`src/rtl/serial_adder.sv`:
```
`default_nettype none
// ============================================================================
// Module      : serial_adder
// Description : Bit-serial adder, LSB first, one full-adder step per clock.
//               Computes {co,s} = a + b + ci in WIDTH RUN cycles.
// Revision    : 1.0 - initial release
// ============================================================================
module serial_adder #(
    parameter int WIDTH = 8
) (
    input  logic             clk,
    input  logic             rst,
    input  logic             start,
    input  logic [WIDTH-1:0] a,
    input  logic [WIDTH-1:0] b,
    input  logic             ci,
    output logic             busy,
    output logic             done,
    output logic [WIDTH-1:0] s,
    output logic             co
);

    localparam int CW = (WIDTH > 1) ? $clog2(WIDTH) : 1;

    typedef enum logic [1:0] {
        ST_IDLE = 2'd0,
        ST_RUN  = 2'd1,
        ST_DONE = 2'd2
    } state_t;

    state_t           r_state;
    state_t           w_next;
    logic [WIDTH-1:0] r_a;
    logic [WIDTH-1:0] r_b;
    logic [WIDTH-1:0] r_sum;
    logic             r_c;
    logic [CW-1:0]    r_cnt;
    logic [WIDTH-1:0] r_s;
    logic             r_co;

    logic             w_sbit;
    logic             w_cbit;
    logic             w_last;
    logic             w_accept;

    assign w_sbit   = r_a[0] ^ r_b[0] ^ r_c;
    assign w_cbit   = (r_a[0] & r_b[0]) | (r_a[0] & r_c) | (r_b[0] & r_c);
    assign w_last   = (r_cnt == CW'(WIDTH - 1));
    assign w_accept = start && (r_state != ST_RUN);

    always_ff @(posedge clk) begin
        if (rst) begin
            r_state <= ST_IDLE;
        end else begin
            r_state <= w_next;
        end
    end

    always_comb begin
        w_next = r_state;
        case (r_state)
            ST_IDLE: if (start) w_next = ST_RUN;
            ST_RUN:  if (w_last) w_next = ST_DONE;
            ST_DONE: w_next = start ? ST_RUN : ST_IDLE;
            default: w_next = ST_IDLE;
        endcase
    end

    // s/co are loaded only from the finished sum so partial results never show.
    always_ff @(posedge clk) begin
        if (rst) begin
            r_a   <= '0;
            r_b   <= '0;
            r_sum <= '0;
            r_c   <= 1'b0;
            r_cnt <= '0;
            r_s   <= '0;
            r_co  <= 1'b0;
        end else if (w_accept) begin
            r_a   <= a;
            r_b   <= b;
            r_sum <= '0;
            r_c   <= ci;
            r_cnt <= '0;
        end else if (r_state == ST_RUN) begin
            r_sum <= {w_sbit, r_sum[WIDTH-1:1]};
            r_a   <= r_a >> 1;
            r_b   <= r_b >> 1;
            r_c   <= w_cbit;
            r_cnt <= r_cnt + CW'(1);
            if (w_last) begin
                r_s  <= {w_sbit, r_sum[WIDTH-1:1]};
                r_co <= w_cbit;
            end
        end
    end

    assign busy = (r_state == ST_RUN);
    assign done = (r_state == ST_DONE);
    assign s    = r_s;
    assign co   = r_co;

endmodule
`default_nettype wire

```
`config.mk`:
```
export PLATFORM = sky130hd
export DESIGN_NAME = serial_adder
export DESIGN_NICKNAME = d
export VERILOG_FILES = /design/src/rtl/serial_adder.sv
export SDC_FILE = /design/constraint.sdc
export NUM_CORES = 1
export LEC_CHECK = 0
export CAP_MARGIN = 15
export CORE_ASPECT_RATIO = 1.4
export CORE_MARGIN = 5
export CORE_UTILIZATION = 40
export DETAILED_ROUTE_END_ITERATION = 6
export GPL_ROUTABILITY_DRIVEN = 0
export MAX_ROUTING_LAYER = met4
export SKIP_LAST_GASP = 1
export SLEW_MARGIN = 20
export SYNTH_ARGS = -nofsm -noshare
export SYNTH_HDL_FRONTEND = slang
export SYNTH_SLANG_ARGS = --single-unit
```
`constraint.sdc`:
```
create_clock -name clk -period 1.45 [get_ports clk]
set_clock_uncertainty 0.05 [all_clocks]
set_input_delay 0.3625 -clock clk [delete_from_list [all_inputs] [get_ports clk]]
set_output_delay 0.3625 -clock clk [all_outputs]
set_load 0.01 [all_outputs]
```
* Yosys cells after proc, flatten, opt, wreduce, memory -nomap -nowiden
Cells that the tools add are included.
** Storage, ports and cells
- Output and inout port bits :: 11
- Register bits after elaboration :: 39
** Cells by class
- Reduce and logical (&&, ||, !) cells :: 6
- Equal/unequal tests :: 6
- Mux-type cells :: 10
- Add/subtract/negate cells :: 1
- Bitwise logic cells :: 8
** Operators with widths (number)
- $mux 8 :: 4
- $pmux 2 s3 :: 1
- $mux 2 :: 2
- $ne 2x1->1 const B :: 2
- $add 3x1->3 const B :: 1
- $and 1x1->1 :: 3
- $eq 3x3->1 const B :: 1
- $mux 1 :: 3
- $reduce_and 3->1 :: 1
- $eq 2x1->1 const B :: 1
- $eq 2x2->1 const B :: 1
- $logic_not 2->1 :: 1
- $ne 2x2->1 const B :: 1
- $or 1x1->1 :: 2
- $reduce_and 2->1 :: 1
- $reduce_bool 2->1 :: 1
- $reduce_or 2->1 :: 1
- $xor 1x1->1 :: 2
- $logic_and 1x1->1 :: 1
- $not 1->1 :: 1

* Logic depth before layout (Yosys ltp)
- Depth in word-level cells :: 5
- Mapped depth :: 6

* Worst setup path before layout
OpenSTA, ideal clock, no wires.
- Path kind :: register to register
- Start point :: register r_cnt[0]
- End point :: register r_s[0] (netlist: s[0])
- Stages on the path, launching flop included :: 7
- Slack :: 179 ps
- Setup time :: 133 ps
- Data arrival time :: 1088 ps
- Path through :: dfxtp_1 > ha_1 > ha_1 > and3b_1 > buf_2 > nand2_1 > a21oi_1
** Between the ends
- Cells in the longest elaborated chain, start to end :: 2
** RTL lines
- start, declared :: line 37 : logic [CW-1:0] r_cnt;
- start signal, assigned :: line 90 : r_cnt <= r_cnt + CW'(1);
- $eq 3x3->1 :: line 48 : assign w_last = (r_cnt == CW'(WIDTH - 1));
- $reduce_and 3->1 (no line)
- end signal, assigned :: line 92 : r_s <= {w_sbit, r_sum[WIDTH-1:1]};
- end, declared :: line 38 : logic [WIDTH-1:0] r_s;
Every way passes these cells.
A chain may end at the register's enable or synchronous reset.

* Final worst setup path
- Start point :: register r_state[1]
- End point :: output busy
** Between the ends
- Cells in the longest elaborated chain, start to end :: 1
** RTL lines
- start, declared :: line 31 : state_t r_state;
- start signal, assigned :: line 55 : r_state <= w_next;
- $eq 2x1->1 :: line 98 : assign busy = (r_state == ST_RUN);
- end, declared :: line 17 : output logic busy,
Every way passes these cells.

==> results.json <==
{
  "status": "complete, no violations",
  "row_count": 27,
  "ios": 31,
  "combPwrFrac_pct": 13.2,
  "pre_cts_ws_ns": -0.137,
  "maxSlewViolCount": 0,
  "ys_seq_area_share_pct": 48.1,
  "synth_edf_count": 0,
  "crit_start": "r_state[1]$_SDFFE_PP0P_",
  "clkTransAtPathRegs_ns": 0.07,
  "period_minus_slack_ns": 1.34,
  "synth_area_leaders": "dfxtp_1 (48%), mux2i_1 (11%), nand2_1 (8.5%)",
  "setup_violations": 0,
  "arrival_ns": 0.93,
  "hold_viol_final": 0,
  "tightest_slew_ns": 0.278,
  "cp-start-kind": "flop",
  "synthFlopType": "dfxtp_1",
  "antenna_found_initial": 0,
  "cts_sinks": 38,
  "max_freq_mhz": 747,
  "synth_area_leader_cell": "dfxtp_1",
  "seq_power_share_pct": 54.4,
  "tns_ns": 0,
  "drive_above_1_share_pct": 16.3,
  "min_from": "s[3]$_SDFFE_PP0P_",
  "num-fill-cells": 361,
  "dp_hpwl_um": 2290,
  "nets": 225,
  "cts-root-buf": "clkbuf_8",
  "wl_per_cell_um": 12.8,
  "die_w_um": 63.1,
  "syn-num-nets": 192,
  "grt_pass1_vias": 1290,
  "clock_power_share_pct": 32.4,
  "netlist-cell-type-count": 25,
  "cts_hold_buf": 0,
  "p_per_area_nw_per_um2": 1020,
  "io_buffers": 30,
  "postCtsSetupRepairBufs": 0,
  "yosysWarnings": 0,
  "drc": 0,
  "cp.required_ns": 1.04,
  "start_util_pct": 40.7,
  "hold_class": "reg2reg",
  "htreeDepth": 2,
  "yosys.area.top_type_share_pct": 48.1,
  "p_total_mw": 2.07,
  "power.internal_mw": 1.56,
  "drt-vias-per-instance": 5.07,
  "areaGrowthSynthToFinish_pct": 27.8,
  "wl_um": 3140,
  "rsz0062_at_grt": "true",
  "placed_cell_area_um2": 1950,
  "vias": 1241,
  "core_um2": 3880,
  "final_antenna_net_count": 0,
  "syn_area_per_cell_um2": 9.36,
  "leakage_nw": 0.833,
  "fin_hold_ws_ns": 0.400,
  "timing.rr.start": "r_cnt[0]$_SDFFE_PP0N_",
  "ys_ff_latch": 38,
  "die_h_um": 84.4,
  "ys_top_cells_by_count": "dfxtp_1 (38), nand2_1 (36), mux2i_1 (17), nor2_1 (17), a211oi_1 (15)",
  "insertion_delay_ns": 0.29,
  "cts_made_buffers": 5,
  "cap_violations": 0,
  "max_slew_margin_pct": 81.5,
  "tritoncts": "done",
  "cp-end-kind": "output pin",
  "path_max_fanout": 4,
  "dieArea_um2": 5330,
  "multi_input_area_um2": 729,
  "async_flop_share_pct": 0,
  "fin_crit_sh_pct": 92.4,
  "diodes": 0,
  "design_area_um2": 2020,
  "grt_max_degree": 42,
  "synth.most_common_cell": "dfxtp_1",
  "grt_pass1_wl_um": 5600,
  "worstSetupPathType": "reg2out",
  "sw_frac_of_total_pct": 24.6,
  "drtIter0Drc": 24,
  "grt_usage_pct": 13.4,
  "area.sequential_um2": 763,
  "grt-ovfl-total": 0,
  "fin_ws_ns": 0.111,
  "syn_inst": 169,
  "clockBufferDepth": 2,
  "ir_drop_uv": 844,
  "netlist_area_um2": 1580,
  "dr.pass1.iters": 4,
  "switching_power_uw": 509
}
[power by group through the flow]
stage               clock, mW  combinational [mW]  sequential, mW
floorplan                   0               0.179            1.14
global placement            0               0.266            1.15
detailed placement          0               0.272            1.15
CTS                     0.697               0.273            1.12
global route            0.763               0.300            1.13
finish                  0.671               0.272            1.13
[final cells by class]
class / count / share of cell area [%]
flip-flops and latches: 38 / 37.8
multi-input cells: 116 / 36.1
repair buffers: 39 / 19.2
clock buffers: 5 / 3.41
well taps: 43 / 2.66
clock inverters: 2 / 0.495
inverters: 2 / 0.372
[critical path, stage by stage, from the launching register on]
cell	delay [ns]
dfxtp_2	0.33
nand2b_4	0.14
inv_2	0.05
clkbuf_2	0.12
[metrics by stage]
stage	cells	util (%)
2_1_floorplan	169	-
3_3_place_gp	238	50.1
3_5_place_dp	238	50.1
4_1_cts	245	51.9
5_1_grt	245	52.0
6_report	245	52.0
[sequential cells by signal, indices dropped and copies added, names as in the netlist]
register / count
r_state: 2
r_b: 8
r_cnt: 3
r_a: 8
r_sum: 7
co: 1
r_c: 1
s: 8
[final timing paths]
path,depth (start not counted),slack (ns),endpoint
max,3,0.11,busy
max reg2reg,5,0.13,s[7]$_SDFFE_PP0P_
min,2,0.40,s[3]$_SDFFE_PP0P_
min reg2reg,2,0.40,s[3]$_SDFFE_PP0P_
[per-layer routing]
| metal | up-vias | part of all wire [%] | global-route usage, % |
|---|---|---|---|
| met5 | - | 0 | - |
| met1 | 567 | 42 | 14.5 |
| met2 | 33 | 51 | 22.3 |
| met3 | 5 | 5.1 | 4.55 |
| li1 | 636 | - | - |
| met4 | 0 | 1.7 | 5.21 |
[cell families after synthesis]
family	share of synthesized area, %
AOI/OAI and AO/OA	16.0
xor gates and xnor gates	0.554
adders and majority gates	2.85
buffers and inverters	6.33
DFF	48.1
muxes	10.8
and+or+nand+nor	15.4
[placed cells by master (no fill, tap or decap), drive strengths merged, types with 2 or more instances in the layout]
cell type       n
dlygate4sd2     9
nor2           18
clkbuf          7
a21oi          18
clkinv          2
dfxtp          38
buf             9
inv             2
nor3            2
clkdlybuf4s50  19
nand2          36
a211oi         15
ha              2
mux2i          17
[what timing repair did]
item                       CTS  global route
setup endpoints to repair   12            25
gates resized for setup     12             8
hold endpoints to repair     0             0
(Power assumes the default switching activity.)
